`config.mk`:
```
export PLATFORM = sky130hd
export DESIGN_NAME = run_sequencer
export DESIGN_NICKNAME = d
export VERILOG_FILES = /design/src/rtl/run_pkg.sv /design/src/rtl/run_watchdog.sv /design/src/rtl/run_sequencer.sv
export SDC_FILE = /design/constraint.sdc
export NUM_CORES = 1
export LEC_CHECK = 0
export CAP_MARGIN = 20
export CORE_ASPECT_RATIO = 0.8
export CORE_MARGIN = 2
export CORE_UTILIZATION = 30
export CTS_CLUSTER_SIZE = 20
export DETAILED_ROUTE_END_ITERATION = 6
export SETUP_SLACK_MARGIN = 0.1
export SYNTH_ARGS = -nofsm -noshare
export SYNTH_HDL_FRONTEND = slang
export SYNTH_HIERARCHICAL = 1
export SYNTH_SLANG_ARGS = --single-unit
```
`constraint.sdc`:
```
create_clock -name CLK -period 7.2 [get_ports CLK]
set_input_delay 1.8 -clock CLK [delete_from_list [all_inputs] [get_ports CLK]]
set_output_delay 1.8 -clock CLK [all_outputs]
set_load 0.05 [all_outputs]
```
`src/rtl/run_pkg.sv`:
```
// Shared definitions for the singlecycle run controller and its watchdog.
// State encoding and the default watchdog limit live here so other blocks agree.
package run_pkg;

   typedef enum logic [1:0] {
      IDLE  = 2'd0,
      RESET = 2'd1,
      RUN   = 2'd2,
      DONE  = 2'd3
   } run_state_t;

   localparam int unsigned WD_LIMIT_DEFAULT = 255;

endpackage : run_pkg

```
`src/rtl/run_watchdog.sv`:
```
// Saturating cycle counter with synchronous clear, count enable and a flag
// raised while the count equals LIMIT.
module run_watchdog #(
   parameter int          W     = 16,
   parameter int unsigned LIMIT = 255
) (
   input  logic         CLK,
   input  logic         reset,
   input  logic         clear,
   input  logic         enable,
   output logic [W-1:0] count,
   output logic         limit_hit
);

   localparam logic [W-1:0] LIMIT_V = W'(LIMIT);

   // Holding at LIMIT keeps the count from ever wrapping.
   assign limit_hit = (count == LIMIT_V);

   // NOTE: sequential state uses non-blocking assignments so every register
   // samples the pre-edge values of its neighbours.
   always_ff @(posedge CLK) begin
      if (reset || clear) begin
         count <= '0;
      end else if (enable && !limit_hit) begin
         count <= count + W'(1);
      end
   end

endmodule : run_watchdog

```
`src/rtl/run_sequencer.sv`:
```
// Run controller for the singlecycle core: parks the core in reset, loads the
// start PC, releases it, then watches the PC for completion or watchdog timeout.
module run_sequencer
   import run_pkg::*;
#(
   parameter int          RESET_CYCLES = 2,
   parameter int          WD_W         = 16,
   parameter int unsigned WD_LIMIT     = WD_LIMIT_DEFAULT
) (
   input  logic            CLK,
   input  logic            reset,
   input  logic            start,
   input  logic [63:0]     start_pc,
   input  logic [63:0]     end_pc,
   output logic            core_resetl,
   output logic [63:0]     core_startpc,
   input  logic [63:0]     core_currentpc,
   input  logic [63:0]     core_memtoreg,
   output logic            busy,
   output logic            done,
   output logic            timeout,
   output logic [63:0]     result,
   output logic [WD_W-1:0] cycles
);

   localparam int RC_W = (RESET_CYCLES > 1) ? $clog2(RESET_CYCLES) : 1;
   localparam logic [RC_W-1:0] RC_LOAD = RC_W'(RESET_CYCLES - 1);

   run_state_t      state;
   logic [RC_W-1:0] rst_cnt;
   logic [63:0]     end_q;
   logic            start_ok;
   logic            pc_reached;
   logic            wd_hit;

   assign start_ok   = start && ((state == IDLE) || (state == DONE));
   assign pc_reached = (core_currentpc >= end_q);

   run_watchdog #(
      .W     (WD_W),
      .LIMIT (WD_LIMIT)
   ) u_watchdog (
      .CLK       (CLK),
      .reset     (reset),
      .clear     (start_ok),
      .enable    ((state == RUN) && !pc_reached),
      .count     (cycles),
      .limit_hit (wd_hit)
   );

   always_ff @(posedge CLK) begin
      if (reset) begin
         state        <= IDLE;
         rst_cnt      <= '0;
         end_q        <= '0;
         core_resetl  <= 1'b0;
         core_startpc <= '0;
         busy         <= 1'b0;
         done         <= 1'b0;
         timeout      <= 1'b0;
         result       <= '0;
      end else begin
         done <= 1'b0;
         case (state)
            IDLE, DONE: begin
               if (start) begin
                  state        <= RESET;
                  rst_cnt      <= RC_LOAD;
                  core_startpc <= start_pc;
                  end_q        <= end_pc;
                  core_resetl  <= 1'b0;
                  busy         <= 1'b1;
                  timeout      <= 1'b0;
                  result       <= '0;
               end
            end
            RESET: begin
               // Reset is held for RESET_CYCLES cycles counted from rst_cnt = RESET_CYCLES-1.
               if (rst_cnt == '0) begin
                  state       <= RUN;
                  core_resetl <= 1'b1;
               end else begin
                  rst_cnt <= rst_cnt - RC_W'(1);
               end
            end
            RUN: begin
               // Completion is checked first so it wins over a same-cycle limit hit.
               if (pc_reached) begin
                  result <= core_memtoreg;
                  done   <= 1'b1;
                  busy   <= 1'b0;
                  state  <= DONE;
               end else if (wd_hit) begin
                  timeout <= 1'b1;
                  busy    <= 1'b0;
                  state   <= DONE;
               end
            end
            default: state <= IDLE;
         endcase
      end
   end

endmodule : run_sequencer

```
==> impl_metrics.csv <==
group,metric,value,unit
status,status,"finished, final reports clean",
placement,io_buffers,406,
detailed_routing,dr.pass1.iters,4,
sta,hold_viol_final,0,
detailed_routing,ant_nets,0,
global_route,grt_overflow_total,0,
job,cap_violations,0,
global_route,grt_max_degree,95,
yosys,synth_top_cell_by_area,"dfxtp_1",
setup_path,rr_startpoint,"end_q[49]$_SDFFE_PP0P_",
sta,worst_slack,2.22,ns
placement,gp_congestion,0.814,
clocking,cts-buffers-inserted,25,
sta,fin_crit_sh,69.1,%
clocking,clockRootBuffer,"clkbuf_16",
setup_path,critPathLaunch,"core_currentpc[51]",
finish,syn_to_final_growth,55.5,%
placement,post-place-ws,1.76,ns
global_route,grt_pass1_wl,46.5,mm
yosys,ys.flop_type,"dfxtp_1",
power,leakagePower,5.39,nW
power,p_per_area,312,nW/um^2
floorplanning,rows,57,
clocking,cts_tree,"yes",
setup_path,crit_arrival,5.42,ns
yosys,synth_most_common_cell,"nand2_1",
yosys,yosys_warnings,6,
global_route,gr-usage-all-layers,18.3,%
sta,fmax,0.201,GHz
floorplanning,io_pins,407,
floorplanning,die_area,32200,sq um
yosys,yosysSeqAreaShare,46.6,%
setup_path,cp.required,7.64,ns
yosys,synth_common_cells,"283 x nand2_1, 215 x dfxtp_1, 163 x a21oi_1, 75 x inv_1, 68 x ha_1",
setup_path,worst_r2r_path_depth,13,
setup_path,r2r_slack,3.54,ns
detailed_routing,wl_met3,2.95,mm
finish,nets,1770,
floorplanning,start_util,30.4,%
yosys,synth_nets,1389,
setup_path,cp-endpoint,"u_watchdog/count[15]$_SDFFE_PP0P_",
detailed_routing,drtIter0Drc,433,
clocking,cts_hold_buf,0,
global_route,grt_pass1_vias,8509,
floorplanning,die_w,200,microns
sta,fin_skew,0.0156,ns
detailed_routing,drt-met1-wl,13.7,mm
sta,rsz0062_at_grt,"no",
clocking,htree_levels,1,
detailed_routing,wl_met2,13.4,mm
sta,slew_headroom,30.0,%
detailed_routing,routed_via_density,4.61,
min_path,min_path_type,"register to register",
sta,post-route-min-period,4.98,ns
floorplanning,die_h,161,microns
setup_path,end_kind,"register",
sta,finalSetupTns,0,ns
placement,dp.cells,1829,
yosys,syn-cell-area,9230,sq um
setup_path,cp-start-kind,"input port",
setup_path,r2r-end,"u_watchdog/count[15]$_SDFFE_PP0P_",
finish,layout.cells.non_filler,1874,
finish,drive_gt1_share,5.27,%
detailed_routing,top_layer_used,"met4",
yosys,synth_top_area_share,46.6,%
power,ir_worst_vdd,0.199,mV
clocking,clk_pin_slew,0.06,ns
clocking,clkSinkCount,215,
sta,finalSetupViolations,0,
power,total_power,4.48,mW
clocking,cts_setup_buffers,0,
setup_path,critPathKind,"input port to register",
placement,place_hpwl,22.0,mm
yosys,syn_inst,1062,
yosys,synthArstFlopShare,0,%
detailed_routing,drcViolationCount,0,
clocking,clock_latency,0.52,ns
floorplanning,design.core.area,30300,sq um
yosys,synth.avg_cell_area,8.69,sq um
sta,slew_viol_final,0,
yosys,yosysUniqueCellTypes,55,
detailed_routing,wl,30.6,mm
global_route,antenna_found_initial,0,
yosys,synth_area_leaders,"dfxtp_1 47%, nand2_1 12%, ha_1 9.2%",
yosys,synth_enable_flop_cells,0,
sta,hold_ws,0.453,ns
clocking,cts.path.max_buffers,3,
finish,num_antenna_cells,0,
yosys,yosys_register_bits,215,
clocking,cts_resized,0,
sta,tightest_slew,1.05,ns
setup_path,cp_max_fo,6,
detailed_routing,detail_route.wl_per_cell,16.3,microns
detailed_routing,num_vias,8641,
==> registers in the layout (all words and copies together), names as in the netlist <==
signal            flops
done                  1
rst_cnt               1
end_q                64
timeout               1
state                 2
result               64
u_watchdog/count     16
core_startpc         64
core_resetl           1
busy                  1
==> worst min-delay path by stage <==
stage / start / to / slack (ns) / cells past startpoint
finish: core_startpc[52]$_SDFFE_PP0P_ / core_startpc[52]$_SDFFE_PP0P_ / 0.45 / 2
global route: core_startpc[61]$_SDFFE_PP0P_ / core_startpc[61]$_SDFFE_PP0P_ / 0.47 / 2
CTS: core_startpc[44]$_SDFFE_PP0P_ / core_startpc[44]$_SDFFE_PP0P_ / 0.45 / 2
detailed placement: core_startpc[44]$_SDFFE_PP0P_ / core_startpc[44]$_SDFFE_PP0P_ / 0.45 / 2
global placement: core_startpc[7]$_SDFFE_PP0P_ / core_startpc[7]$_SDFFE_PP0P_ / 0.44 / 2
floorplan: end_q[10]$_SDFFE_PP0P_ / end_q[10]$_SDFFE_PP0P_ / 0.44 / 2
==> metal layers <==
metal,GRT usage [%],vias to the layer above
li1,-,4382
met1,23.6,3965
met2,29.2,264
met3,6.78,30
met4,3.33,0
met5,0,-
==> cell families after synthesis <==
logic type	share of synthesized area, %
AND/OR/NAND/NOR	17.5
AO/OA/AOI/OAI	18.9
flip-flops	46.6
buffers and inverters	7.13
adder cells (fa/ha/maj)	9.22
XOR/XNOR	0.569
==> stage by stage <==
stage | util (%) | cell area, sq um
finish | 47.4 | 14400
global route | 47.4 | 14400
global placement | 44.5 | 13500
floorplan | - | 9230
detailed placement | 44.5 | 13500
CTS | 47.4 | 14400
==> critical path, cell delays in order <==
cell	delay, ns
clkdlybuf4s50_1	0.41
ha_1	0.31
nand2_1	0.14
o21ai_1	0.11
a221oi_2	0.26
o211ai_1	0.17
a311oi_2	0.50
nand4_2	0.31
inv_1	0.26
and4_1	0.27
nand3_1	0.20
or4_1	0.51
a21oi_1	0.14
==> power by group <==
group | leakage [nW] | internal [mW] | total, mW | switching (mW)
clock network | 0.440 | 0.807 | 1.34 | 0.529
registers | 1.75 | 1.39 | 1.49 | 0.103
logic | 3.19 | 0.582 | 1.65 | 1.07
==> placed cells by master (no fill, tap or decap), types with 7 or more instances in the layout <==
cell / Yosys / routed
clkdlybuf4s50_1: 0 / 405
nand2_1: 283 / 282
dfxtp_1: 215 / 215
a21oi_1: 163 / 163
inv_1: 75 / 75
ha_1: 68 / 68
a22o_1: 64 / 64
clkbuf_16: 0 / 25
nor2_1: 19 / 19
nand3_1: 17 / 17
o21ai_0: 13 / 13
and4_1: 8 / 8
clkinv_2: 0 / 8
nand4_1: 7 / 7
==> layout make-up <==
cell class | instances | area [sq um]
clock buffer | 31 | 708
timing repair buffer | 411 | 4100
clock inverter | 14 | 164
sequential | 215 | 4300
fill | 2950 | 16000
inverter | 76 | 288
multi-input combinational | 714 | 4270
tap | 413 | 517
Power figures use the tool's default switching activity.
